File: src/rtl/ps2_transmitter.sv
// Host-to-device PS/2 transmitter.
// Sends one command byte to the keyboard by pulling the open-drain clock and
// data lines low through active-high enables. The line levels come back in
// through the same synchronizers that feed the receive decoder.
// Frame on the wire: start(0), d0..d7, odd parity, stop(1), then the device ACK.
// Every output is a flop, so the pad enables cannot glitch while the state changes.
module ps2_transmitter #(
  parameter int INHIBIT_CYCLES = 10000,
  parameter int TIMEOUT_CYCLES = 2000000
) (
  input  logic       clk_in,
  input  logic       rst_in,
  input  logic [7:0] data_in,
  input  logic       valid_in,
  output logic       ready_out,
  input  logic       ps_clk_in,
  input  logic       ps_data_in,
  output logic       ps_clk_oe_out,
  output logic       ps_data_oe_out,
  output logic       done_out,
  output logic       error_out
);

  // Each counter only ever holds values up to its limit minus one.
  localparam int INH_W = (INHIBIT_CYCLES > 1) ? $clog2(INHIBIT_CYCLES) : 1;
  localparam int TO_W  = (TIMEOUT_CYCLES > 1) ? $clog2(TIMEOUT_CYCLES) : 1;

  typedef enum logic [2:0] {
    S_IDLE,
    S_INHIBIT,
    S_REQUEST,
    S_SEND,
    S_WAIT_ACK,
    S_WAIT_IDLE,
    S_DONE
  } state_t;

  state_t           state, state_d;
  logic [9:0]       frame, frame_d;      // {stop, parity, d7..d0}
  logic [3:0]       idx, idx_d;          // next frame bit to present
  logic [INH_W-1:0] inh_cnt, inh_cnt_d;
  logic [TO_W-1:0]  to_cnt, to_cnt_d;
  logic             err_flag, err_d;
  logic             clk_prev;
  logic             fall;
  logic             to_hit;
  logic             data_bit_d;          // data pull-low value held across SEND
  logic             ready_d, clk_oe_d, data_oe_d, done_d, error_d;

  assign fall   = clk_prev & ~ps_clk_in;
  assign to_hit = (to_cnt == TO_W'(TIMEOUT_CYCLES - 1));

  // State, datapath and registered outputs; reset releases both lines at once
  always_ff @(posedge clk_in or negedge rst_in) begin
    if (!rst_in) begin
      state          <= S_IDLE;
      frame          <= '0;
      idx            <= '0;
      inh_cnt        <= '0;
      to_cnt         <= '0;
      err_flag       <= 1'b0;
      clk_prev       <= 1'b1;
      ready_out      <= 1'b1;
      ps_clk_oe_out  <= 1'b0;
      ps_data_oe_out <= 1'b0;
      done_out       <= 1'b0;
      error_out      <= 1'b0;
    end else begin
      state          <= state_d;
      frame          <= frame_d;
      idx            <= idx_d;
      inh_cnt        <= inh_cnt_d;
      to_cnt         <= to_cnt_d;
      err_flag       <= err_d;
      clk_prev       <= ps_clk_in;
      ready_out      <= ready_d;
      ps_clk_oe_out  <= clk_oe_d;
      ps_data_oe_out <= data_oe_d;
      done_out       <= done_d;
      error_out      <= error_d;
    end
  end

  // Next state and datapath updates. The outputs are decoded from the next
  // state, so they take effect in the same cycle as the new state.
  always_comb begin
    state_d    = state;
    frame_d    = frame;
    idx_d      = idx;
    inh_cnt_d  = inh_cnt;
    to_cnt_d   = to_cnt;
    err_d      = err_flag;
    data_bit_d = ps_data_oe_out;

    case (state)
      S_IDLE: begin
        if (valid_in) begin
          frame_d   = {1'b1, ~^data_in, data_in};
          idx_d     = '0;
          inh_cnt_d = '0;
          err_d     = 1'b0;
          state_d   = S_INHIBIT;
        end
      end

      S_INHIBIT: begin
        if (inh_cnt == INH_W'(INHIBIT_CYCLES - 1)) begin
          inh_cnt_d = '0;
          state_d   = S_REQUEST;
        end else begin
          inh_cnt_d = inh_cnt + 1'b1;
        end
      end

      // The start bit is already on the data line. Releasing the clock here
      // hands clocking over to the device.
      S_REQUEST: begin
        to_cnt_d = '0;
        idx_d    = '0;
        state_d  = S_SEND;
      end

      // The device samples on its rising edge, so each new bit goes out on the
      // falling edge before it.
      S_SEND: begin
        if (fall) begin
          data_bit_d = ~frame[idx];
          to_cnt_d   = '0;
          if (idx == 4'd9) state_d = S_WAIT_ACK;
          else             idx_d   = idx + 4'd1;
        end else if (to_hit) begin
          err_d   = 1'b1;
          state_d = S_DONE;
        end else begin
          to_cnt_d = to_cnt + 1'b1;
        end
      end

      // Both lines are released. The device pulls data low to ACK before the 11th fall.
      S_WAIT_ACK: begin
        if (fall) begin
          err_d    = ps_data_in;
          to_cnt_d = '0;
          state_d  = S_WAIT_IDLE;
        end else if (to_hit) begin
          err_d   = 1'b1;
          state_d = S_DONE;
        end else begin
          to_cnt_d = to_cnt + 1'b1;
        end
      end

      S_WAIT_IDLE: begin
        if (ps_clk_in && ps_data_in) begin
          state_d = S_DONE;
        end else if (fall) begin
          to_cnt_d = '0;
        end else if (to_hit) begin
          err_d   = 1'b1;
          state_d = S_DONE;
        end else begin
          to_cnt_d = to_cnt + 1'b1;
        end
      end

      S_DONE: state_d = S_IDLE;

      default: state_d = S_IDLE;
    endcase

    ready_d   = (state_d == S_IDLE);
    clk_oe_d  = (state_d == S_INHIBIT) || (state_d == S_REQUEST);
    data_oe_d = (state_d == S_REQUEST) || ((state_d == S_SEND) && data_bit_d);
    done_d    = (state_d == S_DONE);
    error_d   = (state_d == S_DONE) && err_d;
  end

endmodule

File: config.mk
export PLATFORM = sky130hd
export DESIGN_NAME = ps2_transmitter
export DESIGN_NICKNAME = d
export VERILOG_FILES = /design/src/rtl/ps2_transmitter.sv
export SDC_FILE = /design/constraint.sdc
export NUM_CORES = 1
export LEC_CHECK = 0
export BUFFER_PORTS_ARGS = -buffer_cell sky130_fd_sc_hd__buf_4
export CORE_ASPECT_RATIO = 1.4
export CORE_MARGIN = 2
export CORE_UTILIZATION = 40
export DETAILED_ROUTE_END_ITERATION = 12
export PLACE_DENSITY = 0.57
export SYNTH_ARGS = -nofsm -noshare
export SYNTH_HDL_FRONTEND = slang
export SYNTH_SLANG_ARGS = --single-unit
export TNS_END_PERCENT = 100
File: constraint.sdc
create_clock -name clk_in -period 6 [get_ports clk_in]
set_input_delay 0.3 -clock clk_in [delete_from_list [all_inputs] [get_ports clk_in]]
set_output_delay 0.3 -clock clk_in [all_outputs]
set_load 0.02 [all_outputs]
Yosys cells after proc, flatten, opt, wreduce, memory -nomap -nowiden
Cells that the tools add are included.
{ "classes": {"add_sub_neg": 3, "multipliers": 0, "div_mod_pow": 0, "order_cmp": 1, "n_eq_ne": 16, "shift": 0, "mux": 30, "bitwise": 3, "n_reduce_logical": 16} }
{ "op_table": {"columns": ["op", "n"], "rows": [
  ["21-bit two-way mux", 3],
  ["21-bit case mux with 3 select lines", 1],
  ["14-bit two-way mux", 2],
  ["14-bit case mux with 2 select lines", 1],
  ["3-bit two-way mux", 8],
  ["21-bit by 1-bit adder with 21-bit output (second input constant)", 1],
  ["21-bit == test (second input constant)", 1],
  ["3-bit case mux with 6 select lines", 1],
  ["14-bit by 1-bit adder with 14-bit output (second input constant)", 1],
  ["14-bit == test (second input constant)", 1],
  ["3-bit by 2-bit == test with 1-bit output (second input constant)", 4],
  ["4-bit two-way mux", 3],
  ["4-bit case mux with 3 select lines", 1],
  ["3-bit == test (second input constant)", 3],
  ["1-bit two-way mux", 8],
  ["2-bit != test (second input constant)", 4],
  ["8-bit XNOR reduction", 1],
  ["3-bit by 1-bit == test with 1-bit output (second input constant)", 2],
  ["3-bit logical NOT", 2],
  ["2-bit AND reduction", 3],
  ["3-bit nonzero test", 2],
  ["4-bit by 5-bit < comparator with 1-bit output (second input constant)", 1],
  ["4-bit by 1-bit adder with 4-bit output (second input constant)", 1],
  ["1-bit binary-select mux with 4-bit select", 1],
  ["9 further kinds", 13]
]} }
{ "word_totals": {"regBits": 59, "latchBits": 0, "ram_bits": 0, "romBits": 0, "out_inout_bits": 5, "elab_cells": 81, "n_memories": 0} }

Logic depth before layout (Yosys ltp)
Gate-level depths: netlist (run 1).
{ "logic_depth": {"word_depth": 8, "ltp_mapped": 9, "mapped_depth_nobuf": 8} }

Least setup slack after synthesis (run 1)
No wires, ideal clock.
{ "synth_path": {"path_type": "reg2reg", "startpoint": "register to_cnt[0]", "endpoint": "register to_cnt[10]", "t_arrival_ns": 1.854, "t_required_ns": 5.921, "path_slack_ns": 4.067, "stages_incl_launch_ff": 9, "path_cell_list": "dfrtp_1 ha_1 and3_1 nand4_4 o211ai_2 and2_1 buf_2 or3_1 a21oi_1"} }
{ "synth_via": {"elab_chain_len": 5, "word_cells_on_any_way": 6, "cone_classes": "1 x add/sub; 1 x eq/ne; 4 x mux"} }
{ "synth_lines": {"columns": ["element", "line", "text"], "rows": [
  ["from (decl)", "42", "logic [TO_W-1:0] to_cnt, to_cnt_d;"],
  ["from (signal assigned)", "73", "to_cnt <= to_cnt_d;"],
  ["21-bit by 1-bit adder with 21-bit output / 21-bit == test (equally long branches)", null, null],
  ["21-bit two-way mux (*)", "131, 145, 158", null],
  ["21-bit two-way mux (*)", "126", "if (fall) begin"],
  ["21-bit two-way mux", "154", "if (ps_clk_in && ps_data_in) begin"],
  ["21-bit case mux with 3 select lines (*)", "95", "case (state)"]
]} }
Mark *: on every way between the ends. The rest lies on a longest branch, timed or not. The select of a mux whose other input is x is not followed.
A chain may end at the register's enable or synchronous reset.

Final worst setup path (run 1)
{ "layout_path": {"startpoint": "register inh_cnt[0]", "endpoint": "register inh_cnt[12]"} }
{ "layout_via": {"elab_chain_len": 3, "word_cells_on_any_way": 4, "cone_classes": "1 x add/sub; 1 x eq/ne; 2 x mux"} }
{ "layout_lines": {"columns": ["element", "line", "text"], "rows": [
  ["from (decl)", "41", "logic [INH_W-1:0] inh_cnt, inh_cnt_d;"],
  ["from (signal assigned)", "72", "inh_cnt <= inh_cnt_d;"],
  ["14-bit by 1-bit adder with 14-bit output / 14-bit == test (equally long branches)", "111, 107", null],
  ["14-bit two-way mux (*)", "107", "if (inh_cnt == INH_W'(INHIBIT_CYCLES - 1)) begin"],
  ["14-bit case mux with 2 select lines (*)", "95", null]
]} }
Mark *: on every way between the ends. The rest lies on a longest branch, timed or not.

==> results of run 1 <==
[critical path, cell delays in order, from the launching register on]
cell     delay [ns]
dfrtp_1        0.40
ha_1           0.25
and3_1         0.22
nand4_1        0.10
and3_1         0.77
or3b_2         0.51
nand3_1        0.07
[per-layer routing]
layer / vias up / GRT usage
met3: 11 / 0.0293
met4: 0 / 0.0915
li1: 1282 / -
met2: 39 / 0.288
met5: - / 0
met1: 1275 / 0.228
[registers in the layout, indices dropped and copies added, names as in the netlist]
name / cells
clk_prev: 1
done_out: 1
err_flag: 1
error_out: 1
frame: 10
idx: 4
inh_cnt: 14
ps_clk_oe_out: 1
ps_data_oe_out: 1
ready_out: 1
state: 3
to_cnt: 21
[metrics by stage]
| step | instances | setup slack (ns) | utilization | total power [mW] | hold WS (ns) |
|---|---|---|---|---|---|
| floorplan | 336 | 4.07 | - | 0.835 | 0.00441 |
| global placement | 442 | 3.66 | 0.430 | 0.931 | 0.429 |
| detailed placement | 442 | 3.62 | 0.430 | 0.936 | 0.433 |
| CTS | 458 | 3.60 | 0.470 | 1.50 | 0.0882 |
| global route | 458 | 3.37 | 0.470 | 1.58 | 0.117 |
| finish | 458 | 3.60 | 0.470 | 1.48 | 0.0386 |
[worst max-delay path by stage]
stage	from	to	slack, ns	depth (start not counted)
floorplan	to_cnt[0]$_DFFE_PN0P_	to_cnt[10]$_DFFE_PN0P_	4.07	8
global placement	inh_cnt[0]$_DFFE_PN0P_	inh_cnt[12]$_DFFE_PN0P_	3.66	6
detailed placement	inh_cnt[0]$_DFFE_PN0P_	inh_cnt[12]$_DFFE_PN0P_	3.62	6
CTS	inh_cnt[0]$_DFFE_PN0P_	inh_cnt[12]$_DFFE_PN0P_	3.60	6
global route	to_cnt[0]$_DFFE_PN0P_	to_cnt[4]$_DFFE_PN0P_	3.37	7
finish	inh_cnt[0]$_DFFE_PN0P_	inh_cnt[12]$_DFFE_PN0P_	3.60	6
[cells in the mapped netlist (3+ instances only)]
cell type / number / area share
a211oi_1: 4 / 0.0092
a21oi_1: 21 / 0.032
a2bb2oi_1: 3 / 0.0080
a31oi_1: 15 / 0.029
and2_1: 8 / 0.015
and3_1: 13 / 0.025
and4_1: 5 / 0.013
buf_2: 3 / 0.0046
clkbuf_1: 8 / 0.0092
dfrtp_1: 57 / 0.44
ha_1: 4 / 0.015
inv_1: 3 / 0.0034
mux2_2: 9 / 0.031
mux2i_1: 3 / 0.0092
nand2_1: 28 / 0.032
nand2b_1: 11 / 0.021
nand3_1: 16 / 0.025
nand4_1: 6 / 0.011
nor2_1: 26 / 0.030
nor2b_1: 4 / 0.0077
nor3_1: 3 / 0.0046
nor4b_1: 3 / 0.0080
o21ai_0: 26 / 0.040
o31ai_1: 6 / 0.014
xnor2_1: 12 / 0.032
[power breakdown]
part           leakage [nW]  total, mW  internal, mW  switching [mW]
Combinational         0.654      0.318         0.153           0.165
Clock                 0.149      0.555         0.375           0.180
Sequential            0.764      0.610         0.502           0.108
Total                  1.57       1.48          1.03           0.453
[layout make-up]
type,instances,area (um2),share of cell area
clock inverter,4,75.1,0.0198
timing repair buffer,17,128,0.0337
tap,102,128,0.0337
multi-input combinational,261,1720,0.454
clock buffer,12,246,0.0651
inverter,3,11.3,0.00298
sequential,59,1480,0.391
[cell families after synthesis]
group | count (synthesis)
compound gates | 91
xor+xnor | 14
fa+ha+maj | 4
buf+inv | 16
flops | 59
mux | 14
simple gates | 138
==> flow_summary.json, run 1 <==
{
  "status": "finished, final reports clean",
  "drive_above_1_share": 0.160,
  "setup_viol": 0,
  "final_common_cell": "dfrtp_1",
  "synth-edff-count": 0,
  "ys_seq_area_frac": 0.453,
  "grt_pass1_vias": 2592,
  "synth_seq_cells": 59,
  "synth_fa_ha_area_frac": 0.0153,
  "power.density_mw_per_mm2": 392,
  "cts.sink_count": 59,
  "layout.nets": 368,
  "hold_violations": 0,
  "finalWeightedCongestion": 0.832,
  "fillers": 772,
  "path_max_fanout": 27,
  "synthCells": 336,
  "yosys_warnings": 0,
  "coreArea_mm2": 0.00805,
  "cp.required_ns": 6.26,
  "num_vias": 2607,
  "finalCritPeriodShare": 0.400,
  "grt_pass1_wl_um": 12400,
  "final_antenna_net_count": 0,
  "synthFlopType": "dfrtp_1",
  "synthMuxAreaShare": 0.0540,
  "reg2reg_depth": 6,
  "cts_tree": "built",
  "wl_met2_um": 3640,
  "hold_buffers": 0,
  "worst_slew_pin_slew_ns": 0.903,
  "arrival_ns": 2.66,
  "clk_pin_slew_ns": 0.05,
  "wl_met1_um": 3270,
  "worstHoldPathType": "in -> async",
  "cts_htree_levels": 3,
  "leakagePower_nw": 1.57,
  "fmax_ghz": 0.417,
  "postCtsSetupBuffers": 0,
  "fin_skew_ns": 0.00624,
  "layout.cells.most_common_list": "dfrtp_1, nand2_1, nor2_1, o21ai_0, a21oi_1",
  "dr_wl_met3_um": 187,
  "antenna_found_initial": 0,
  "worstSetupEndpointType": "flip-flop",
  "async_flop_share": 1.00,
  "design_area_mm2": 0.00378,
  "slew_viol_final": 0,
  "rsz0062_at_grt": "no",
  "die_area_mm2": 0.00892,
  "syn_to_final_growth_pct": 15.8,
  "chipHeight_um": 111,
  "synth.distinct_cells": 55,
  "syn_avg_cell_area_um2": 9.73,
  "grt_max_degree": 60,
  "relSlewSlack": 0.398,
  "rows": 39,
  "fp.dieW_um": 80.4,
  "globalRoute.totalOverflow": 0,
  "tns_ns": 0,
  "cap_violations": 0,
  "io_pins": 18,
  "synthSimpleGateAreaFrac": 0.240,
  "reg2reg_to": "inh_cnt[12]$_DFFE_PN0P_",
  "grt_use_total": 0.179,
  "antennaDiodeCount": 0,
  "path_class": "reg -> reg",
  "synth_top_family_by_area": "simple AND/OR/NAND/NOR gates",
  "placed_cell_area_mm2": 0.00346,
  "clockBufferDepth": 2,
  "drt_iter0_drc": 116,
  "wl_per_cell_um": 15.8,
  "synth_area_mm2": 0.00327,
  "dpl.hpwl_um": 5020,
  "r2r_slack_ns": 3.60,
  "synth_xor_area_frac": 0.0375,
  "synth_compound_area_frac": 0.179,
  "highest_layer": "met4",
  "numCtsBuffers": 9,
  "post_cts_resized": 0,
  "drc": 0,
  "peakVddDrop_uv": 192,
  "min_period_ns": 2.40,
  "start_util": 0.406,
  "clock_latency_ns": 0.32,
  "synth_nets": 353,
  "cts_root_buf": "clkbuf_16",
  "start_kind": "flip-flop",
  "worstReg2RegStart": "inh_cnt[0]$_DFFE_PN0P_",
  "wl_um": 7240,
  "first_pass_iters": 4,
  "post_drt_via_cell_ratio": 5.69,
  "portBuffers": 17
}
Power figures use the tool's default switching activity.
==> inputs of run 2 (changes only) <==
Settings changed: PLACE_DENSITY 0.57 to 0.59.
Clock period 6 ns to 2 ns, I/O delays scaled along.
==> run 2 against run 1 <==
  * Final area is 12% higher
  * Sequential power rose to 2.9 times the previous value
  * Critical endpoint is now inh_cnt[5]$_DFFE_PN0P_
  * Combinational power rose to 4.1 times the previous value
  * Largest cell class unchanged
  * Clock-buffer cell count is the same
  * Worst hold slack worse by 0.022 ns
  * Routed wire length is 8.2% higher
  * Clock skew shrank 0.0018 ns
  * Power rose to 3.2 times the previous value
  * Largest power group unchanged
  * First-iteration DRC count shrank 21%
  * Sequential cell count unchanged
==> flow_summary.json, run 2 (synthesis gave the netlist of run 1 again) <==
{
  "setup_ws_ns": 0.0516,
  "portBuffers": 17,
  "stdcell_count": 502,
  "hold_violations": 0,
  "cp.required_ns": 2.25,
  "slowest_delay_ns": 0.40,
  "grt_use_total": 0.194,
  "start_util": 0.406,
  "drive_above_1_share": 0.293,
  "final_common_cell": "dfrtp_1",
  "cts.sink_count": 59,
  "antennaDiodeCount": 0,
  "finalCritPeriodShare": 0.974,
  "grt_pass1_vias": 2746,
  "post_drt_via_cell_ratio": 5.53,
  "clockBufferDepth": 2,
  "cts_tree": "built",
  "die_area_mm2": 0.00892,
  "rows": 39,
  "path_class": "reg -> reg",
  "wl_per_cell_um": 15.6,
  "io_pins": 18,
  "numCtsBuffers": 9,
  "worstHoldPathType": "in -> reg",
  "peakVddDrop_uv": 597,
  "final_antenna_net_count": 0,
  "worstSetupEndpointType": "flip-flop",
  "leakagePower_nw": 1.81,
  "dpl.cell_count": 480,
  "fp.dieW_um": 80.4,
  "path_buf_inv": 2,
  "antenna_found_initial": 0,
  "design_area_mm2": 0.00424,
  "chipHeight_um": 111,
  "relSlewSlack": 0.500,
  "regMostFlops": "to_cnt",
  "status": "finished, final reports clean",
  "start_kind": "flip-flop",
  "path_max_fanout": 8,
  "cp_slowest_cell": "a221o_1",
  "num_vias": 2776,
  "cts_root_buf": "clkbuf_16",
  "clk_pin_slew_ns": 0.05,
  "cap_violations": 0,
  "crit_chain": "inv_2 > ha_4 > and3b_2 > nand2_2 > a221o_1 > a211oi_4 > buf_6 > nor2_4 > a31oi_1",
  "dpl.hpwl_um": 5590,
  "grt_max_degree": 60,
  "slew_viol_final": 0,
  "arrival_ns": 2.20,
  "finalWeightedCongestion": 0.820,
  "rsz0062_at_grt": "yes",
  "syn_to_final_growth_pct": 29.6,
  "worst_slew_pin_slew_ns": 0.750,
  "crit_family": "compound AO/OA/AOI/OAI gates",
  "min_period_ns": 1.95,
  "setup_viol": 0,
  "reg_top3": "to_cnt x21, inh_cnt x14, frame x10",
  "wl_um": 7840,
  "grt_pass1_wl_um": 13200,
  "cts_htree_levels": 3,
  "fmax_ghz": 0.513,
  "pre_cts_ws_ns": -0.0464,
  "globalRoute.totalOverflow": 0,
  "layout.nets": 412,
  "layout.cells.most_common_list": "dfrtp_1, buf_4, nor2_1, o21ai_0, nand2_1",
  "placed_cell_area_mm2": 0.00377,
  "coreArea_mm2": 0.00805,
  "fin_skew_ns": 0.00440,
  "first_pass_iters": 4,
  "power.density_mw_per_mm2": 1120,
  "drt_iter0_drc": 92,
  "largest_reg_flops": 21,
  "clock_latency_ns": 0.33,
  "drc": 0,
  "fin_util": 0.526
}
[run 2: what timing repair did]
| item | CTS | global route |
|---|---|---|
| hold endpoints to repair | 58 | 0 |
| setup endpoints to repair | 10 | 27 |
| hold buffers | 2 | 0 |
| gates cloned | 1 | 0 |
| pin swaps | 2 | 12 |
| resized for setup | 2 | 19 |
| buffers inserted | 1 | 2 |
[run 2: per-layer routing]
| layer | share of wire | track usage | vias to the layer above |
|---|---|---|---|
| met3 | 0.026 | 0.0456 | 14 |
| met2 | 0.53 | 0.326 | 41 |
| met4 | 0.026 | 0.103 | 0 |
| met5 | 0 | 0 | - |
| met1 | 0.42 | 0.225 | 1362 |
| li1 | - | - | 1359 |
[run 2: path summary, 6_finish.rpt]
| kind | startpoint | endpoint | slack (ns) | cells past startpoint |
|---|---|---|---|---|
| worst max-delay path | idx[1]$_DFFE_PN0P_ | inh_cnt[5]$_DFFE_PN0P_ | 0.05 | 9 |
| worst min-delay path | data_in[1] | frame[1]$_DFFE_PN0P_ | 0.02 | 2 |
| worst max register to register | idx[1]$_DFFE_PN0P_ | inh_cnt[5]$_DFFE_PN0P_ | 0.05 | 9 |
| worst min register to register | frame[9]$_DFFE_PN0P_ | frame[9]$_DFFE_PN0P_ | 0.48 | 1 |
| max in group asynchronous | rst_in | idx[2]$_DFFE_PN0P_ | 1.12 | 2 |
| min in group asynchronous | rst_in | state[1]$_DFF_PN0_ | 0.38 | 2 |
[run 2: stage by stage]
stage	hold WS [ns]	TNS (ns)	total power [mW]
after floorplan	-0.196	0	2.50
after global placement	0.229	0	2.99
after detailed placement	0.226	-0.290	3.03
after CTS	0.00790	0	4.74
after global routing	0.0132	-0.484	5.05
final	0.0164	0	4.75
[run 2: report_power, final]
group          total, mW  internal, mW  switching, mW  leakage (nW)
sequential          1.75          1.51          0.246         0.764
combinational       1.31         0.655          0.659         0.886
clock               1.68          1.15          0.526         0.159
[run 2: cell type report]
type                    count  area (um2)
clock buffers              12         256
multi-input cells         262        1800
flip-flops and latches     59        1480
repair buffers             60         484
fillers                   756        3820
clock inverters             4        72.6
inverters                   3        11.3
well taps                 102         128
[run 2: worst register-to-register path, cell delays in order (launching register included)]
cell and delay, ns:
dfrtp_1 0.38, inv_2 0.08, ha_4 0.12, and3b_2 0.21, nand2_2 0.07, a221o_1 0.40
a211oi_4 0.22, buf_6 0.17, nor2_4 0.05, a31oi_1 0.17
==> inputs of run 3 (changes only) <==
Settings changed: SETUP_SLACK_MARGIN from default to 0.4.
==> run 3 against run 2 <==
  * The run now ends with setup timing left
  * Routed wire length increased by 23%
  * Maximum frequency shrank 2.9%
  * Via count up 9.2%
  * Power increased by 7.4%
  * Global-route usage rose by 1.8 points
  * Critical path depth unchanged
  * Setup slack worse by 0.059 ns
  * Critical path type unchanged
  * Largest power group unchanged
==> flow_summary.json, run 3 (synthesis gave the netlist of run 1 again) <==
{
  "status": "finished, violations left",
  "violations": "setup timing",
  "clockBufferDepth": 2,
  "wl_um": 9640,
  "cts_htree_levels": 3,
  "slew_viol_final": 0,
  "syn_to_final_growth_pct": 49.7,
  "worstReg2RegStart": "idx[1]$_DFFE_PN0P_",
  "grt_pass1_vias": 2960,
  "largest_reg_flops": 21,
  "crit_chain": "inv_2 > ha_4 > and3b_2 > nand2_2 > a221o_1 > a211oi_4 > buf_6 > nor2_4 > a31oi_1",
  "reg_top3": "to_cnt x21, inh_cnt x14, frame x10",
  "finalCritPeriodShare": 1.00,
  "drive_above_1_share": 0.471,
  "layout.nets": 439,
  "start_kind": "flip-flop",
  "min_period_ns": 2.01,
  "final_common_cell": "buf_4",
  "final_antenna_net_count": 0,
  "design_area_mm2": 0.00489,
  "clk_pin_slew_ns": 0.05,
  "layout.cells.most_common_list": "buf_4, dfrtp_1, nor2_1",
  "placed_cell_area_mm2": 0.00379,
  "hp-start": "data_in[1]",
  "fin_util": 0.607,
  "finalWeightedCongestion": 0.790,
  "globalRoute.totalOverflow": 0,
  "leakagePower_nw": 2.05,
  "use_met1": 0.234,
  "arrival_ns": 2.26,
  "gr-usage-met2": 0.375,
  "cts_tree": "built",
  "cp_slowest_cell": "dfrtp_1",
  "wl_per_cell_um": 18.2,
  "fin_skew_ns": 0.00819,
  "num_vias": 3031,
  "peakVddDrop_uv": 565,
  "start_util": 0.406,
  "top_usage_layer": "met2",
  "worstHoldPathType": "in -> reg",
  "grt_max_degree": 60,
  "path_max_fanout": 5,
  "antennaDiodeCount": 0,
  "numCtsBuffers": 9,
  "worstSetupEndpointType": "flip-flop",
  "clock_latency_ns": 0.33,
  "post_drt_via_cell_ratio": 5.73,
  "dpl.hpwl_um": 5710,
  "grt_pass1_wl_um": 14600,
  "hold_violations": 0,
  "die_area_mm2": 0.00892,
  "antenna_found_initial": 0,
  "startpoint": "idx[1]$_DFFE_PN0P_",
  "drt_iter0_drc": 183,
  "power_mw": 5.10,
  "grt_use_total": 0.212,
  "regMostFlops": "to_cnt",
  "coreArea_mm2": 0.00805,
  "io_pins": 18,
  "cts.sink_count": 59,
  "cap_violations": 0,
  "first_pass_iters": 4,
  "rsz0062_at_grt": "yes",
  "worst_slew_pin_slew_ns": 0.778,
  "use_met3": 0.0448,
  "relSlewSlack": 0.481,
  "fmax_ghz": 0.498,
  "path_class": "reg -> reg",
  "portBuffers": 17,
  "power.density_mw_per_mm2": 1040,
  "cts_root_buf": "clkbuf_16",
  "setup_ws_ns": -0.00740,
  "cp.required_ns": 2.25,
  "setup_viol": 4,
  "drc": 0,
  "slowest_delay_ns": 0.38,
  "chipHeight_um": 111,
  "fp.dieW_um": 80.4,
  "rows": 39
}
==> run 3: cell types whose count changed in the layout (fill, tap and decap cells not counted), sizes merged <==
cell      before  now
and3          14   15
buf           58   84
clkinv         1    2
clkbuf        12   13
clkinvlp       1    0
bufinv         2    1
==> run 3: layout make-up <==
cell class,instances,area [um2]
sequential,59,1480
clock inverter,3,43.8
tap,102,128
multi-input combinational,263,2160
clock buffer,13,280
inverter,3,11.3
timing repair buffer,86,787
fill,646,3160
==> run 3: worst max-delay path, delay by kind of cell (launching register included) <==
family / cells / cell delay (ns)
fa+ha+maj: 1 / 0.12
compound gates: 3 / 0.84
flops: 1 / 0.38
simple gates: 3 / 0.34
buf+inv: 2 / 0.24
==> run 3: timing repair <==
item,in CTS,in global routing
hold buffers,2,0
gates cloned,2,1
endpoints found under the hold margin,58,0
gates resized for setup,71,55
setup buffers,18,13
endpoints found under the setup margin,53,57
pin swaps,37,36
==> run 3: report_power, final <==
part	total [mW]	switching (mW)	internal, mW
Combinational	1.69	0.841	0.854
Sequential	1.77	0.260	1.51
Clock	1.64	0.538	1.10
==> run 3: worst paths after layout <==
| kind | to | slack [ns] | cells past startpoint |
|---|---|---|---|
| max reg2reg | inh_cnt[4]$_DFFE_PN0P_ | -0.007 | 9 |
| min in group asynchronous | done_out$_DFF_PN0_ | 0.40 | 2 |
| max | inh_cnt[4]$_DFFE_PN0P_ | -0.007 | 9 |
| min | frame[1]$_DFFE_PN0P_ | 0.02 | 2 |
| max in group asynchronous | to_cnt[12]$_DFFE_PN0P_ | 1.04 | 2 |
| min reg2reg | frame[9]$_DFFE_PN0P_ | 0.47 | 1 |
==> run 3: through the flow <==
step / setup WS (ns) / hold WS, ns / std cells / setup TNS (ns)
floorplan: 0.0848 / -0.196 / 336 / 0
global placement: -0.000453 / 0.226 / 477 / -0.000453
detailed placement: -0.0537 / 0.231 / 477 / -0.366
CTS: -0.00895 / 0.0109 / 515 / -0.0288
global route: -0.0951 / 0.0189 / 529 / -1.36
finish: -0.00740 / 0.0155 / 529 / -0.0186
==> run 3: per-layer routing <==
layer,part of all wire,vias to the layer above
met5,0,-
met4,0.035,0
met3,0.032,30
met2,0.56,74
met1,0.37,1514
li1,-,1413
